### src/rtl/router_in_arbiter_if.sv
// Signal bundle between the three packet sources, the input arbiter and the router.
// The arbiter takes the slave view; the source/router side takes the master view.
interface router_in_arbiter_if #(
    parameter int DATA_W = 8
);
    logic [2:0]        req;
    logic [2:0]        src_valid;
    logic [DATA_W-1:0] src_data_0;
    logic [DATA_W-1:0] src_data_1;
    logic [DATA_W-1:0] src_data_2;
    logic              busy;
    logic [2:0]        gnt;
    logic [2:0]        src_busy;
    logic              pkt_valid;
    logic [DATA_W-1:0] data_in;
    logic [2:0]        abort;

    modport slave (
        input  req, src_valid, src_data_0, src_data_1, src_data_2, busy,
        output gnt, src_busy, pkt_valid, data_in, abort
    );

    modport master (
        output req, src_valid, src_data_0, src_data_1, src_data_2, busy,
        input  gnt, src_busy, pkt_valid, data_in, abort
    );
endinterface

### src/rtl/router_in_arbiter.sv
// Packet-level round-robin arbiter sharing the router input port between three sources,
// with a beat-count watchdog that cuts runaway packets short.
module router_in_arbiter #(
    parameter int DATA_W  = 8,
    parameter int MAX_PKT = 64,
    parameter int CNT_W   = 7
) (
    input  logic               clock,
    input  logic               resetn,
    router_in_arbiter_if.slave bus
);
    typedef enum logic [1:0] {
        IDLE  = 2'd0,
        PASS  = 2'd1,
        DRAIN = 2'd2
    } state_t;

    localparam logic [CNT_W-1:0] CNT_MAX = CNT_W'(MAX_PKT);

    state_t            state_reg, state_next;
    logic [2:0]        gnt_reg, gnt_next;
    logic [1:0]        ptr_reg, ptr_next;
    logic [CNT_W-1:0]  cnt_reg, cnt_next;

    logic [DATA_W-1:0] src_data    [3];
    logic [DATA_W-1:0] masked_data [3];
    logic [DATA_W-1:0] sel_data;
    logic              sel_valid;
    logic [1:0]        gnt_idx;
    logic [2:0]        rot_req;
    logic [2:0]        win_slot;
    logic [2:0]        pick;

    logic              pkt_valid_comb;
    logic [DATA_W-1:0] data_comb;
    logic [2:0]        src_busy_comb;
    logic [2:0]        abort_comb;

    assign src_data[0] = bus.src_data_0;
    assign src_data[1] = bus.src_data_1;
    assign src_data[2] = bus.src_data_2;

    // One-hot AND-OR mux driven straight from the registered grant.
    for (genvar gi = 0; gi < 3; gi++) begin : g_mux
        assign masked_data[gi] = gnt_reg[gi] ? src_data[gi] : '0;
    end

    assign sel_data  = masked_data[0] | masked_data[1] | masked_data[2];
    assign sel_valid = |(gnt_reg & bus.src_valid);
    assign gnt_idx   = gnt_reg[2] ? 2'd2 : (gnt_reg[1] ? 2'd1 : 2'd0);

    // Slot k holds the request of source (ptr+1+k) mod 3, so slot 0 has top priority.
    for (genvar gi = 0; gi < 3; gi++) begin : g_rot
        localparam int OFS = gi + 1;
        assign rot_req[gi] = (ptr_reg == 2'd0) ? bus.req[OFS % 3] :
                             (ptr_reg == 2'd1) ? bus.req[(1 + OFS) % 3] :
                                                 bus.req[(2 + OFS) % 3];
    end

    assign win_slot = rot_req & (~rot_req + 3'd1);

    always_comb begin
        pick = win_slot;
        unique case (ptr_reg)
            2'd0:    pick = {win_slot[1:0], win_slot[2]};
            2'd1:    pick = {win_slot[0], win_slot[2:1]};
            default: pick = win_slot;
        endcase
    end

    always_ff @(posedge clock) begin
        if (!resetn) begin
            state_reg <= IDLE;
            gnt_reg   <= '0;
            ptr_reg   <= 2'd2;
            cnt_reg   <= '0;
        end else begin
            state_reg <= state_next;
            gnt_reg   <= gnt_next;
            ptr_reg   <= ptr_next;
            cnt_reg   <= cnt_next;
        end
    end

    always_comb begin
        state_next     = state_reg;
        gnt_next       = gnt_reg;
        ptr_next       = ptr_reg;
        cnt_next       = cnt_reg;
        pkt_valid_comb = 1'b0;
        data_comb      = '0;
        src_busy_comb  = 3'b111;
        abort_comb     = 3'b000;

        unique case (state_reg)
            IDLE: begin
                if ((|bus.req) && !bus.busy) begin
                    gnt_next   = pick;
                    cnt_next   = '0;
                    state_next = PASS;
                end
            end

            PASS: begin
                pkt_valid_comb = sel_valid;
                data_comb      = sel_data;
                src_busy_comb  = ~gnt_reg | {3{bus.busy}};
                if (!bus.busy) begin
                    if (!sel_valid) begin
                        ptr_next   = gnt_idx;
                        gnt_next   = '0;
                        state_next = DRAIN;
                    end else if (cnt_reg == CNT_MAX) begin
                        // Present this beat as parity so the router flags a parity error.
                        pkt_valid_comb = 1'b0;
                        abort_comb     = gnt_reg;
                        ptr_next       = gnt_idx;
                        gnt_next       = '0;
                        state_next     = DRAIN;
                    end else begin
                        cnt_next = cnt_reg + CNT_W'(1);
                    end
                end
            end

            DRAIN: begin
                if (!bus.busy) begin
                    state_next = IDLE;
                end
            end

            default: state_next = IDLE;
        endcase
    end

    // Outputs are forced to their safe values combinationally while reset is held.
    assign bus.gnt       = gnt_reg;
    assign bus.src_busy  = resetn ? src_busy_comb : 3'b111;
    assign bus.pkt_valid = resetn & pkt_valid_comb;
    assign bus.data_in   = resetn ? data_comb : '0;
    assign bus.abort     = resetn ? abort_comb : 3'b000;
endmodule

### src/flat_wrapper.sv
// flat-port wrapper written by rule: the top's interface ports become plain ports
module router_in_arbiter_flat 
#(
    parameter int DATA_W  = 8,
    parameter int MAX_PKT = 64,
    parameter int CNT_W   = 7
)
  (clock, resetn, bus_req, bus_src_valid, bus_src_data_0, bus_src_data_1, bus_src_data_2, bus_busy, bus_gnt, bus_src_busy, bus_pkt_valid, bus_data_in, bus_abort);
  router_in_arbiter_if #(.DATA_W(DATA_W)) bus_i ();
  input  logic clock;
  input  logic resetn;
  input wire logic [$bits(bus_i.req)-1:0] bus_req;
  input wire logic [$bits(bus_i.src_valid)-1:0] bus_src_valid;
  input wire logic [$bits(bus_i.src_data_0)-1:0] bus_src_data_0;
  input wire logic [$bits(bus_i.src_data_1)-1:0] bus_src_data_1;
  input wire logic [$bits(bus_i.src_data_2)-1:0] bus_src_data_2;
  input wire logic [$bits(bus_i.busy)-1:0] bus_busy;
  output wire logic [$bits(bus_i.gnt)-1:0] bus_gnt;
  output wire logic [$bits(bus_i.src_busy)-1:0] bus_src_busy;
  output wire logic [$bits(bus_i.pkt_valid)-1:0] bus_pkt_valid;
  output wire logic [$bits(bus_i.data_in)-1:0] bus_data_in;
  output wire logic [$bits(bus_i.abort)-1:0] bus_abort;
  assign bus_i.req = bus_req;
  assign bus_i.src_valid = bus_src_valid;
  assign bus_i.src_data_0 = bus_src_data_0;
  assign bus_i.src_data_1 = bus_src_data_1;
  assign bus_i.src_data_2 = bus_src_data_2;
  assign bus_i.busy = bus_busy;
  assign bus_gnt = bus_i.gnt;
  assign bus_src_busy = bus_i.src_busy;
  assign bus_pkt_valid = bus_i.pkt_valid;
  assign bus_data_in = bus_i.data_in;
  assign bus_abort = bus_i.abort;
  router_in_arbiter #(.DATA_W(DATA_W), .MAX_PKT(MAX_PKT), .CNT_W(CNT_W)) u_core (.clock(clock), .resetn(resetn), .bus(bus_i));
endmodule
### config.mk
export PLATFORM = sky130hd
export DESIGN_NAME = router_in_arbiter_flat
export DESIGN_NICKNAME = d
export VERILOG_FILES = /design/src/rtl/router_in_arbiter_if.sv /design/src/rtl/router_in_arbiter.sv /design/src/flat_wrapper.sv
export SDC_FILE = /design/constraint.sdc
export NUM_CORES = 1
export LEC_CHECK = 0
export ABC_AREA = 0
export CELL_PAD_IN_SITES_DETAIL_PLACEMENT = 1
export CELL_PAD_IN_SITES_GLOBAL_PLACEMENT = 1
export CORE_ASPECT_RATIO = 1.4
export CORE_MARGIN = 2
export CORE_UTILIZATION = 25
export DETAILED_ROUTE_END_ITERATION = 8
export PLACE_DENSITY = 0.84
export SYNTH_ARGS = -nofsm -noshare
export SYNTH_HDL_FRONTEND = slang
export SYNTH_SLANG_ARGS = --single-unit
### constraint.sdc
create_clock -name clock -period 1.61 [get_ports clock]
set_clock_uncertainty 0.05 [all_clocks]
set_input_delay 0.2415 -clock clock [delete_from_list [all_inputs] [get_ports clock]]
set_output_delay 0.2415 -clock clock [all_outputs]
set_load 0.005 [all_outputs]
### Word level (Yosys, flattened, before mapping)

Cells that the tools add are included.

* flip-flop bits (word level): 14
* input port bits: 33
* output and inout bits: 18
* word-level logic and storage cells: 80

* $add $sub $neg: 2
* equal/unequal tests: 11
* multiplexer cells: 43
* bitwise logic cells: 9
* reduce and logical (&&, ||, !) cells: 11

Operator list (number)
* 8-bit two-way mux: 5
* 3-bit two-way mux: 11
* 7-bit two-way mux: 4
* 2-bit two-way mux: 8
* 8-bit OR: 2
* 7-bit one-hot mux with 2 select lines: 1
* 3-bit one-hot mux with 2 select lines: 2
* 1-bit two-way mux: 11
* 2-bit inequality test, second input constant: 4
* 4-bit AND reduction: 2
* 7-bit by 1-bit adder with 7-bit output, second input constant: 1
* 7-bit equality test, second input constant: 1
* 3-bit AND: 2
* 3-bit inverter: 2
* 2-bit one-hot mux with 3 select lines: 1
* 3-bit OR reduction: 2
* 5-bit AND reduction: 1
* 2-bit by 1-bit equality test with 1-bit output, second input constant: 2
* 2-bit logical NOT: 2
* 2-bit by 1-bit inequality test with 1-bit output, second input constant: 2
* 3-bit by 1-bit adder with 3-bit output, second input constant: 1
* 3-bit inequality test, second input constant: 1
* 3-bit OR: 1
* 3-bit AND reduction: 1
* other kinds (6): 6

### Depth between registers and ports, before layout

Gate-level depths: netlist of the first run.

* depth after elaboration: 9
* gate-level depth with buffers: 6

### Worst setup path before layout of the first run

OpenSTA, ideal clock, no wires.

* path kind: register to register
* start point: register u_core.cnt_reg[0]
* end point: register u_core.cnt_reg[3]
* library setup time: 0.070 ns
* arrival time: 1.644 ns
* required time: 1.490 ns
* setup slack: -0.154 ns
* cell stages (with the launch flop): 7
* buffers on the path: 0
* path through: dfxtp_1 -> inv_1 -> ha_1 -> nor4bb_1 -> a32o_2 -> or4_1 -> a21boi_1

* longest elaborated chain between the ends: 5

Ends and longest elaborated chain
* start: declaration: line router_in_arbiter.sv:23 `logic [CNT_W-1:0] cnt_reg, cnt_next;`
* start signal: assignment: line router_in_arbiter.sv:81 `cnt_reg <= cnt_next;`
* 7-bit by 1-bit adder with 7-bit output: line router_in_arbiter.sv:121 `cnt_next = cnt_reg + CNT_W'(1);`
* 7-bit two-way mux: line router_in_arbiter.sv:113 `end else if (cnt_reg == CNT_MAX) begin`
* 7-bit two-way mux: line router_in_arbiter.sv:109 `if (!sel_valid) begin`
* 7-bit two-way mux: line router_in_arbiter.sv:108 `if (!bus.busy) begin`
* 7-bit one-hot mux with 2 select lines: line router_in_arbiter.sv:95 `unique case (state_reg)`

Several ways; a longest one is shown, not always the timed one. The select of a mux whose other input is x is not followed.
A chain may end at the register's enable or synchronous reset.

### Final worst setup path of the first run

* start point: register u_core.cnt_reg[5]
* end point: output bus_abort[2]

* longest elaborated chain between the ends: 6

Ends and longest elaborated chain
* 7-bit equality test: line router_in_arbiter.sv:113
* 3-bit two-way mux: line router_in_arbiter.sv:113
* 3-bit two-way mux: line router_in_arbiter.sv:109
* 3-bit two-way mux: line router_in_arbiter.sv:108
* 3-bit two-way mux: line router_in_arbiter.sv:95
* 3-bit two-way mux: line router_in_arbiter.sv:141 `assign bus.abort = resetn ? abort_comb : 3'b000;`
* end: declaration: line flat_wrapper.sv:22 `output wire logic [$bits(bus_i.abort)-1:0] bus_abort;`

No other way between the ends.

==> results of run 1 <==
cells in the mapped netlist, drive strengths merged (2+ instances only):
cell type  count
dfxtp         14
a21boi         3
a21oi          6
ha             2
o21ai          5
nor3           5
inv            4
nor2b          4
mux2i          2
o31ai          4
and2           4
clkbuf         5
nand2          9
a32o           2
a222oi         9
o22ai          2
o211ai         2
nand4          2
nor2          13
or4            3
nand3          3
metal layers:
layer	global-route usage [%]	vias to the layer above
li1	-	681
met2	44.3	47
met5	0	-
met4	16.5	0
met3	3.26	19
met1	22.4	737
final cells by class:
| class | count | share of cell area (%) |
|---|---|---|
| repair buffers | 103 | 42.1 |
| well taps | 43 | 2.54 |
| flip-flops and latches | 14 | 13.8 |
| diodes | 1 | 0.118 |
| clock buffers | 4 | 2.60 |
| inverters | 4 | 0.709 |
| multi-input cells | 98 | 38.2 |
repair_timing:
| action | 4_1_cts | 5_1_grt |
|---|---|---|
| hold endpoints to repair | 0 | 0 |
| buffers inserted | 8 | 9 |
| pin swaps | 20 | 19 |
| setup endpoints to repair | 30 | 30 |
| resized for setup | 103 | 21 |
| cloned | 1 | 1 |
power groups by stage:
stage	Clock (mW)	Sequential, mW	Combinational (mW)
5_1_grt	0.393	0.367	0.423
3_3_place_gp	0	0.369	0.288
3_5_place_dp	0	0.370	0.306
2_1_floorplan	0	0.374	0.110
6_report	0.373	0.366	0.400
4_1_cts	0.367	0.365	0.354
kinds of logic after synthesis:
logic type | count (synthesis)
simple gates | 54
compound gates | 40
flops | 14
buf+inv | 10
mux | 2
fa+ha+maj | 2
worst max-delay path: stages, from the launching register on:
cell and delay (ns):
sky130_fd_sc_hd__dfxtp_2 0.34, sky130_fd_sc_hd__nor4b_4 0.36, sky130_fd_sc_hd__nand2_2 0.13, sky130_fd_sc_hd__nor3b_4 0.20, sky130_fd_sc_hd__and2_1 0.16, sky130_fd_sc_hd__buf_2 0.11
path summary, 6_finish.rpt:
kind / cells after the start / slack, ns / end
worst max-delay path: 5 / -0.25 / bus_abort[2]
worst max register to register: 6 / -0.17 / u_core.cnt_reg[6]
worst min-delay path: 2 / 0.44 / u_core.ptr_reg[0]
worst min register to register: 2 / 0.44 / u_core.ptr_reg[0]
metrics by stage:
stage / worst slack (ns) / cells / util (%)
floorplan: -0.0408 / 122 / -
finish: -0.255 / 267 / 54.0
CTS: -0.206 / 257 / 50.6
global route: -0.306 / 267 / 54.0
global placement: -0.616 / 244 / 45.9
detailed placement: -0.654 / 244 / 45.9
==> impl_metrics.py, run 1 <==
metrics = {
    "run_status": {
        "outcome": "complete, but fails checks",
        "failed_checks": "negative setup slack",
    },
    "pwr": {
        "sw_frac_of_total_pct": 29.6,
        "design_internal_power_uw": 802,
        "pwr-share-seq_pct": 32.1,
        "total_switching_power_uw": 337,
        "report.power.total_mw": 1.14,
        "comb_power_share_pct": 35.1,
        "p_leak_nw": 0.881,
        "power.clock.fraction_pct": 32.8,
        "irDropWorstVdd_v": 0.000411,
        "power.density_cell_area_nw_per_um2": 538,
    },
    "synth": {
        "synth_top_flop_cell": "sky130_fd_sc_hd__dfxtp_1",
        "post_synth_main_area_contributors": "sky130_fd_sc_hd__dfxtp_1 (28%), sky130_fd_sc_hd__a222oi_1 (8.9%), sky130_fd_sc_hd__nor2_1 (4.8%), sky130_fd_sc_hd__nand2_1 (3.3%), sky130_fd_sc_hd__o31ai_1 (3.0%)",
        "synth_area_um2": 1010,
        "muxShareOfSynthArea_pct": 1.98,
        "synth_adder_area_share_pct": 2.48,
        "synth.net_count": 157,
        "postSynthAreaPerCell_um2": 8.28,
        "number_of_standard_cells_after_synthesis": 122,
        "synth_area_in_compound_gates_pct": 31.5,
        "post_synth_num_cell_types": 45,
        "xor_and_xnor_area_share_after_synthesis_pct": 0,
        "synth-simple-area-share_pct": 31.2,
        "yosysSeqAreaShare_pct": 27.8,
        "yosys_warnings": 0,
        "synth_largest_type_area_fraction_pct": 27.8,
        "synth_area_leader_cell": "sky130_fd_sc_hd__dfxtp_1",
        "yosys_register_bits": 14,
        "postSynth.asyncResetShare_pct": 0,
        "number_of_enable_type_register_cells_in_the_synthesized_netlist": 0,
        "largest_family_of_logic_cells_by_synthesized_area": "compound AO/OA/AOI/OAI gates",
    },
    "cts": {
        "worst_setup_hold_path_clk_slew_ns": 0.07,
        "cts_buffers": 3,
        "cts_tree": "yes",
        "insertion_delay_ns": 0.26,
        "cts_hold_buf": 0,
        "clock_path_buffers": 2,
        "cts_num_sinks": 14,
        "htree_levels": 1,
        "clk_root_buffer_cell": "sky130_fd_sc_hd__clkbuf_8",
    },
    "setup_path": {
        "timing.setup.critical_path_class": "flip-flop to output port",
        "critPathMaxFanout": 3,
        "cp.arrival_ns": 1.57,
        "worst_ep_required_time_ns": 1.32,
        "crit_path_start": "u_core.cnt_reg[5]",
        "worstSetupStartpointType": "flip-flop",
        "start_of_the_worst_register_to_register_path": "u_core.state_reg[0]",
        "setup.worst_path.end_class": "output port",
    },
    "die": {
        "io_pins": 51,
        "core.rowCount": 27,
        "die_w_um": 57.7,
        "core_outline_area_um2": 3920,
        "die_area_um2": 4570,
        "chipHeight_um": 79.2,
        "effective_utilization_at_floorplan_pct": 25.8,
    },
    "min_path": {
        "min_path_type": "flip-flop to flip-flop",
        "min_from": "u_core.ptr_reg[0]",
    },
    "drt": {
        "top_layer_used_by_detailed_routing": "met4",
        "drt-pass1-iter-count": 7,
        "via_per_inst": 5.56,
        "detail_route.wl_per_cell_um": 21.1,
        "drc_errors_left": 0,
        "wl_met1_um": 1890,
        "drtAntennaViolNets": 0,
        "routed_wirelength_um": 5650,
        "dr_wl_met2_um": 3250,
        "vias_after_detailed_routing": 1484,
        "drt-initial-drc-count": 78,
        "routed-wl-met3_um": 198,
    },
    "finish": {
        "layout.cells.most_common_list": "sky130_fd_sc_hd__buf_4 (36), sky130_fd_sc_hd__clkdlybuf4s50_1 (30), sky130_fd_sc_hd__buf_6 (17), sky130_fd_sc_hd__buf_2 (14)",
        "layout.cells.most_common": "sky130_fd_sc_hd__buf_4",
        "final-seq-area_um2": 292,
        "largest_register_ffs": 7,
        "drive_gt1_share_pct": 50.7,
        "syn2layout_area_growth_pct": 110,
        "multi_input_area_um2": 808,
        "fill_cells": 468,
        "design_area_um2": 2120,
        "finish.net_count": 259,
    },
    "place": {
        "place.gp.congestion": 0.844,
        "io_buffers": 50,
        "post-dp-hpwl_um": 3500,
        "detailed_place.area_um2": 1800,
    },
    "timing": {
        "worstMarginPinSlew_ns": 0.396,
        "maxSlewHeadroom_pct": 73.6,
        "unrepaired_setup_endpoints_after_global_routing": "yes",
        "whs_ns": 0.441,
        "report.final.slew_viol_count": 0,
        "min_setup_slack_post_route_ns": -0.255,
        "fmax_ghz": 0.536,
        "finalCriticalPeriod_ns": 1.86,
        "timing_hold_violations_final": 0,
        "setup-violations-final": 24,
        "setup-tns-final_ns": -2.03,
        "period_share_pct": 116,
    },
    "run": {
        "max_cap_violations": 0,
    },
    "global_routing": {
        "grt.overflow.total": 0,
        "first_global_vias": 1662,
        "grt_start_max_net_pins": 16,
        "antenna_violations_before_repair": 1,
        "grt_pass1_wl_um": 8110,
        "grtUsageTotal_pct": 23.5,
    },
}
Note: power is estimated with default switching activity, not from simulation.
==> run 2, diff against run 1 <==
--- a/config.mk
+++ b/config.mk
@@ -12,7 +12,7 @@
 export CORE_MARGIN = 2
 export CORE_UTILIZATION = 25
 export DETAILED_ROUTE_END_ITERATION = 8
-export PLACE_DENSITY = 0.84
+export PLACE_DENSITY = 0.75
 export SYNTH_ARGS = -nofsm -noshare
 export SYNTH_HDL_FRONTEND = slang
 export SYNTH_SLANG_ARGS = --single-unit
==> run 2 against run 1 <==
  * The flow still finishes with violations (negative setup slack)
  * Worst hold slack improved by 0.054 ns
  * Sequential cell count did not move
  * Via count rose by 5.3%
  * Setup slack got worse by 0.11 ns
  * Count of clock-buffer cells in the layout did not move
  * Register-to-register slack got worse by 0.04 ns
  * Wire length rose by 13%
  * Cell area rose by 11%
  * Combinational power rose by 16%
  * Core utilization rose by 5.9 points
  * Global-route usage rose by 0.70 points
  * Critical path depth did not move
  * Largest cell class unchanged
==> impl_metrics.py, run 2 (synthesis results as in run 1) <==
metrics = {
    "run_status": {
        "outcome": "complete, but fails checks",
        "failed_checks": "negative setup slack",
    },
    "setup_path": {
        "setup.worst_path.end_class": "output port",
        "worstSetupStartpointType": "flip-flop",
        "crit_path_max_incr_delay_ns": 0.35,
        "critPathMaxFanout": 3,
        "worst_ep_required_time_ns": 1.32,
        "worstPathCellList": "or2b_1, nor3_2, nor3b_4, and2_4, buf_6",
        "critPathSlowestCell": "sky130_fd_sc_hd__dfxtp_2",
        "timing.setup.critical_path_class": "flip-flop to output port",
        "cp.arrival_ns": 1.68,
    },
    "drt": {
        "drt-pass1-iter-count": 5,
        "detail_route.wl_per_cell_um": 22.9,
        "drtAntennaViolNets": 0,
        "via_per_inst": 5.62,
        "vias_after_detailed_routing": 1563,
        "drt-initial-drc-count": 112,
        "drc_errors_left": 0,
        "routed_wirelength_um": 6370,
    },
    "global_routing": {
        "grt.overflow.total": 0,
        "grt_start_max_net_pins": 16,
        "first_global_vias": 1622,
        "grt_pass1_wl_um": 8330,
        "grtUsageTotal_pct": 24.2,
        "antenna_violations_before_repair": 0,
    },
    "die": {
        "effective_utilization_at_floorplan_pct": 25.8,
        "io_pins": 51,
        "die_w_um": 57.7,
        "core_outline_area_um2": 3920,
        "die_area_um2": 4570,
        "chipHeight_um": 79.2,
        "core.rowCount": 27,
    },
    "place": {
        "pre_cts_ws_ns": -0.713,
        "detailed_place.area_um2": 1800,
        "place.gp.congestion": 0.774,
        "post-dp-hpwl_um": 3500,
        "placed_insts": 244,
        "io_buffers": 50,
    },
    "finish": {
        "antennaDiodeCount": 0,
        "drive_gt1_share_pct": 57.0,
        "finish.net_count": 271,
        "finish.cell_count_without_fillers": 278,
        "design_area_um2": 2350,
        "layout.cells.most_common": "sky130_fd_sc_hd__buf_4",
        "syn2layout_area_growth_pct": 133,
        "layout.cells.most_common_list": "sky130_fd_sc_hd__buf_4 (43), sky130_fd_sc_hd__clkdlybuf4s50_1 (28), sky130_fd_sc_hd__buf_6 (22), sky130_fd_sc_hd__buf_2 (10), sky130_fd_sc_hd__a222oi_1 (9)",
        "largest_register_ffs": 7,
    },
    "pwr": {
        "power.density_cell_area_nw_per_um2": 505,
        "p_leak_nw": 1.01,
        "report.power.total_mw": 1.19,
        "irDropWorstVdd_v": 0.000497,
    },
    "cts": {
        "worst_setup_hold_path_clk_slew_ns": 0.06,
        "cts_hold_buf": 0,
        "insertion_delay_ns": 0.26,
        "cts_tree": "yes",
        "cts_buffers": 3,
        "clock_path_buffers": 2,
        "clk_root_buffer_cell": "sky130_fd_sc_hd__clkbuf_8",
        "cts_num_sinks": 14,
        "htree_levels": 1,
    },
    "timing": {
        "report.final.slew_viol_count": 0,
        "fmax_ghz": 0.507,
        "min_setup_slack_post_route_ns": -0.363,
        "maxSlewHeadroom_pct": 59.2,
        "period_share_pct": 123,
        "finalCriticalPeriod_ns": 1.97,
        "setup-violations-final": 26,
        "unrepaired_setup_endpoints_after_global_routing": "yes",
        "timing_hold_violations_final": 0,
        "whs_ns": 0.495,
        "worstMarginPinSlew_ns": 0.612,
    },
    "min_path": {
        "min_path_type": "flip-flop to flip-flop",
    },
    "run": {
        "max_cap_violations": 0,
    },
}
## run 2: changes by cell type in the layout (fill, tap and decap cells not counted), moves of 3 or more
cell	previous run	this run
sky130_fd_sc_hd__buf_2	14	10
sky130_fd_sc_hd__buf_4	36	43
sky130_fd_sc_hd__buf_6	17	22
sky130_fd_sc_hd__nor2_1	8	4
sky130_fd_sc_hd__o21ai_0	3	0
## run 2: area by class of cell
class / instances / area (um^2)
multi-input cells: 100 / 926
clock buffers: 4 / 55.1
fillers: 442 / 1570
well taps: 43 / 53.8
flip-flops and latches: 14 / 290
repair buffers: 113 / 1010
inverters: 4 / 15.0
## run 2: repair_timing
action / 4_1_cts / 5_1_grt
gates resized for setup: 99 / 52
setup endpoints to repair: 30 / 31
gates cloned: 2 / 0
pin swaps: 12 / 30
buffers inserted: 9 / 22
hold endpoints to repair: 0 / 0
## run 2: layer usage
metal / up-vias / track usage [%] / share of wire [%]
met5: - / 0 / 0
met4: 0 / 10.2 / 1.9
met3: 8 / 2.61 / 5.5
met2: 62 / 47.5 / 56
met1: 778 / 24.7 / 36
li1: 715 / - / -
## run 2: path summary, 6_finish.rpt
| kind | from | endpoint | slack [ns] | cells after the start |
|---|---|---|---|---|
| setup / recovery | u_core.state_reg[0] | bus_abort[0] | -0.36 | 5 |
| hold / removal | u_core.ptr_reg[0] | u_core.ptr_reg[0] | 0.50 | 2 |
| setup reg to reg | u_core.state_reg[0] | u_core.cnt_reg[3] | -0.21 | 6 |
| hold reg to reg | u_core.ptr_reg[0] | u_core.ptr_reg[0] | 0.50 | 2 |
## run 2: critical path, delay by kind of cell, from the launching register on
kind | cells | cell delay [ns]
simple gates | 4 | 0.99
flops | 1 | 0.35
buf+inv | 1 | 0.09
## run 2: power breakdown
| group | switching, mW | leakage [nW] | internal [mW] |
|---|---|---|---|
| clock network | 0.140 | 0.0288 | 0.217 |
| registers | 0.00953 | 0.117 | 0.357 |
| logic | 0.206 | 0.861 | 0.257 |
| total | 0.355 | 1.01 | 0.832 |
## run 2: metrics by stage
stage	TNS [ns]	utilization [%]
floorplan	-0.0637	-
global placement	-11.27	45.9
detailed placement	-12.80	45.9
CTS	-2.77	52.4
global route	-5.55	60.0
finish	-3.91	60.0
